$ cat src/rtl/tap_shift_buffer.sv
// Tap shift buffer: a DEPTH-deep, WIDTH-wide sample delay line, updated on the falling clock edge.
// Optional synchronous clear input `clr` is present when TAP_SHIFT_CLEAR_EN is defined.
module tap_shift_buffer #(
    parameter int WIDTH = 16,
    parameter int DEPTH = 16,
    parameter int MODE  = 0
) (
    input  logic                         clk,
    input  logic                         rstb,
    input  logic                         ena,
    input  logic                         in_valid,
    output logic                         in_ready,
    input  logic [WIDTH-1:0]             data,
    input  logic                         win_ack,
`ifdef TAP_SHIFT_CLEAR_EN
    input  logic                         clr,
`endif
    output logic [WIDTH*DEPTH-1:0]       taps,
    output logic [$clog2(DEPTH+1)-1:0]   count,
    output logic                         win_valid,
    output logic                         o_dbg_state
);

    localparam int CW = $clog2(DEPTH + 1);
    localparam logic [CW-1:0] FULL = CW'(DEPTH);

    typedef enum logic {
        FILL = 1'b0,
        HOLD = 1'b1
    } state_t;

    state_t            r_state;
    logic [WIDTH-1:0]  r_tap [DEPTH];
    logic [CW-1:0]     r_count;
    logic              r_win_valid;

    logic              w_accept;
    logic              w_ack;
    logic              w_clr;
    logic [CW-1:0]     w_count_inc;

`ifdef TAP_SHIFT_CLEAR_EN
    assign w_clr = clr;
`else
    assign w_clr = 1'b0;
`endif

    // Handshake: a sample transfers on a falling edge where ena, in_valid and
    // in_ready are all high. in_ready depends only on ena and state, never on in_valid.
    assign in_ready    = (MODE == 0) ? ena : (ena && (r_state == FILL));
    assign w_accept    = ena && in_valid && in_ready;
    assign w_ack       = (MODE == 1) && ena && win_ack && (r_state == HOLD);
    assign w_count_inc = (r_count == FULL) ? FULL : (r_count + CW'(1));

    always_ff @(negedge clk or negedge rstb) begin
        if (!rstb) begin
            for (int k = 0; k < DEPTH; k++) begin
                r_tap[k] <= '0;
            end
            r_count     <= '0;
            r_win_valid <= 1'b0;
            r_state     <= FILL;
        end else if (w_clr) begin
            for (int k = 0; k < DEPTH; k++) begin
                r_tap[k] <= '0;
            end
            r_count     <= '0;
            r_win_valid <= 1'b0;
            r_state     <= FILL;
        end else if (w_accept) begin
            r_tap[0] <= data;
            for (int k = DEPTH - 1; k > 0; k--) begin
                r_tap[k] <= r_tap[k-1];
            end
            r_count     <= w_count_inc;
            r_win_valid <= (w_count_inc == FULL);
            if ((MODE == 1) && (w_count_inc == FULL)) begin
                r_state <= HOLD;
            end
        end else if (w_ack) begin
            // Releasing the window restarts the count; tap contents stay put.
            r_count     <= '0;
            r_win_valid <= 1'b0;
            r_state     <= FILL;
        end
    end

    always_comb begin
        taps = '0;
        for (int k = 0; k < DEPTH; k++) begin
            taps[k*WIDTH +: WIDTH] = r_tap[k];
        end
    end

    assign count       = r_count;
    assign win_valid   = r_win_valid;
    assign o_dbg_state = r_state;

endmodule

$ cat config.mk
export PLATFORM = sky130hd
export DESIGN_NAME = tap_shift_buffer
export DESIGN_NICKNAME = d
export VERILOG_FILES = /design/src/rtl/tap_shift_buffer.sv
export SDC_FILE = /design/constraint.sdc
export NUM_CORES = 1
export LEC_CHECK = 0
export BUFFER_PORTS_ARGS = -buffer_cell sky130_fd_sc_hd__buf_2
export CAP_MARGIN = 0
export CELL_PAD_IN_SITES_DETAIL_PLACEMENT = 1
export CELL_PAD_IN_SITES_GLOBAL_PLACEMENT = 2
export CORE_MARGIN = 2
export CORE_UTILIZATION = 31
export CTS_BUF_LIST = sky130_fd_sc_hd__clkbuf_4
export DETAILED_ROUTE_END_ITERATION = 8
export GPL_ROUTABILITY_DRIVEN = 0
export PLACE_DENSITY = 0.85
export SYNTH_ARGS = -nofsm -noshare
export SYNTH_HDL_FRONTEND = slang
export SYNTH_SLANG_ARGS = --single-unit
$ cat constraint.sdc
create_clock -name clk -period 1.77 [get_ports clk]
set_input_delay 0.354 -clock clk [delete_from_list [all_inputs] [get_ports clk]]
set_output_delay 0.354 -clock clk [all_outputs]
set_load 0.02 [all_outputs]
Word-level counts from Yosys, hierarchy flattened
Index checks and enable logic that the tools add are counted.

storage, ports and cells
  logic and storage cells = 24
  bits of input ports = 21
  bits in registers = 262

cells by class
  add/sub/neg operators = 1
  equal/unequal tests = 2
  mux-type cells = 1
  reduce and logical (&&, ||, !) cells = 2

operators with widths
  kind                   number
  $eq A5 B5 Y1 const B   2
  $add A5 B1 Y5 const B  1
  $mux W5                1
  $logic_and A1 B1 Y1    2

Depth between registers and ports, before layout
  word-level depth = 3
  mapped depth = 6
  mapped depth without buffers = 5

==> results.json <==
{
  "crit_chain": "buf_6",
  "cts_buffers": 75,
  "cts_tree": "built",
  "fp.coreArea_um2": 31600,
  "met1_length_um": 15600,
  "grt_pass1_vias": 11700,
  "clock_latency_ns": 0.63,
  "yosysUniqueCellTypes": 25,
  "violations": "setup timing",
  "drt_first_iter_violations": 409,
  "hold_violations": 0,
  "numPortBuffers": 282,
  "cp.arrival_ns": 2.17,
  "drc": 0,
  "clkTransAtPathRegs_ns": 0.07,
  "start_util_pct": 31.6,
  "wl_per_cell_um": 19.2,
  "slew_viol_final": 0,
  "crit_buf_inv": 1,
  "viasPerCell": 4.60,
  "path_delay_family": "flip-flops",
  "wl_met2_um": 23600,
  "track_usage_pct": 23.9,
  "std_cell_rows": 65,
  "rsz0062_at_grt": "yes",
  "utilization_pct": 55.7,
  "tns_ns": -170.57,
  "yosysSeqAreaShare_pct": 65.7,
  "crit_path_start_kind": "flop",
  "power_uw": 23000,
  "crit_fanout": 2,
  "status": "finished, violations left",
  "route.vias.total": 10600,
  "wl_met3_um": 3590,
  "worstRegToRegCells": 8,
  "hp-class": "in -> async",
  "finalNetCount": 1872,
  "grt-ovfl-total": 0,
  "io_pins": 285,
  "dpl-instance-area_um2": 14000,
  "fin_area_um2": 17600,
  "drt.antenna.violating_nets": 0,
  "drt_wl_total_um": 44100,
  "p_leak_uw": 0.0103,
  "hold_buffers": 0,
  "required_ns": 1.42,
  "r2r_start": "count[0]$_DFFE_NN0P_",
  "hpwl_um": 24800,
  "grt_pass1_wl_um": 63000,
  "fin_worst_skew_ns": 0.0288,
  "setup_ws_ns": -0.752,
  "setup_viol": 262,
  "die_w_um": 183,
  "top_layer_used": "met4",
  "clock_sinks": 262,
  "regToRegSetupSlack_ns": 0.04,
  "ir_drop_mv": 0.639,
  "postSynthCellCount": 1119,
  "synth_nets": 1142,
  "cpPeakStageDelay_ns": 0.50,
  "power_density_nw_per_um2": 1310,
  "critPathCaptureType": "output pin",
  "die_h_um": 183,
  "fp.dieArea_um2": 33700,
  "antenna_found_initial": 2,
  "grt_max_degree": 63,
  "crit_slowest_cell": "dfrtn_1",
  "dr.pass1.iters": 4,
  "dp_slack_ns": -0.465,
  "crit_type": "reg -> out",
  "ys_warn_count": 0,
  "drv_cap": 0,
  "htree_levels": 3,
  "avgSynthCellArea_um2": 8.92,
  "ctsRootBufferMaster": "clkbuf_4",
  "crit-reg2reg-capture": "count[0]$_DFFE_NN0P_",
  "layout-drive-gt1-share_pct": 44.0,
  "netlist_area_um2": 9990,
  "clockBufferDepth": 3,
  "area_growth_pct": 76.4,
  "synth-seq-cells": 262
}
[worst max-delay path by stage]
stage / startpoint / cells past startpoint / slack [ns] / endpoint
after floorplan: ena / 5 / -0.26 / count[3]$_DFFE_NN0P_
after global placement: ena / 6 / -0.44 / taps[201]$_DFFE_NN0P_
after detailed placement: ena / 6 / -0.46 / taps[184]$_DFFE_NN0P_
after CTS: taps[209]$_DFFE_NN0P_ / 1 / -0.76 / taps[209]
after global routing: taps[196]$_DFFE_NN0P_ / 1 / -0.80 / taps[196]
final: taps[196]$_DFFE_NN0P_ / 1 / -0.75 / taps[196]
[layer usage]
layer / track usage [%] / up-vias
met4: 7.74 / 0
met2: 43.4 / 348
met1: 25.4 / 5269
met3: 9.29 / 95
li1: - / 4869
met5: 0 / -
[repair_timing]
action,CTS,global route
resized for setup,524,1
setup endpoints to repair,262,262
setup buffers,72,74
[placed cells by master, fill, tap and decap left out, types with 2 or more instances in the layout]
cell type,n
dfrtn_1,262
inv_2,2
ha_1,2
buf_2,19
buf_4,410
clkinv_1,8
nand4_1,2
nand2_1,770
clkbuf_4,113
buf_6,262
diode_2,2
xnor2_1,3
nand3_1,2
inv_1,3
buf_12,21
[stage by stage]
stage	hold slack (ns)	instances
floorplan	0.518	1119
global placement	0.415	2028
detailed placement	0.423	2028
CTS	0.377	2223
global route	0.383	2299
finish	0.400	2299
[state kept, by name, indices dropped and copies added (netlist names)]
register / cells
taps: 256
count: 5
win_valid: 1
[power by group]
| part | switching (uW) | total, uW | internal, uW |
|---|---|---|---|
| Sequential | 1000 | 8250 | 7240 |
| Clock | 2780 | 5660 | 2880 |
| Combinational | 4370 | 9090 | 4720 |
[layout make-up]
class / count / area, um2
multi-input cells: 794 / 3100
clock inverters: 10 / 37.5
repair buffers: 713 / 6560
flip-flops and latches: 262 / 6560
fillers: 3661 / 14000
inverters: 3 / 11.3
well taps: 402 / 503
diodes: 2 / 5.00
clock buffers: 113 / 848
[cells by family (layout without fill, tap and decap cells)]
| group | after synthesis | after routing | synth area share, % |
|---|---|---|---|
| compound gates | 7 | 7 | 0.489 |
| xor+xnor | 4 | 4 | 0.351 |
| fa+ha+maj | 2 | 2 | 0.251 |
| buf+inv | 63 | 839 | 3.60 |
| flops | 262 | 262 | 65.7 |
| other cells | 1 | 3 | 0.0376 |
| simple gates | 780 | 780 | 29.6 |
[cell usage after synthesis]
master	n	area [um2]
and4_1	1	8.76
and2_1	1	6.26
o22ai_1	1	6.26
xnor2_1	3	26.3
nand2_1	770	2890
nand3_1	2	10.0
o21ai_1	1	5.00
dfrtn_1	262	6560
buf_2	20	100
nand2_2	1	6.26
xor2_1	1	8.76
o31ai_2	1	12.5
inv_1	3	11.3
ha_1	2	25.0
a31oi_1	2	12.5
or3_1	1	6.26
conb_1	1	3.75
buf_6	2	22.5
a21o_1	1	7.51
o21ai_0	1	5.00
clkbuf_1	16	60.1
nor3_1	1	5.00
buf_4	22	165
and4bb_1	1	12.5
nand4_1	2	12.5
(Power assumes the default switching activity.)
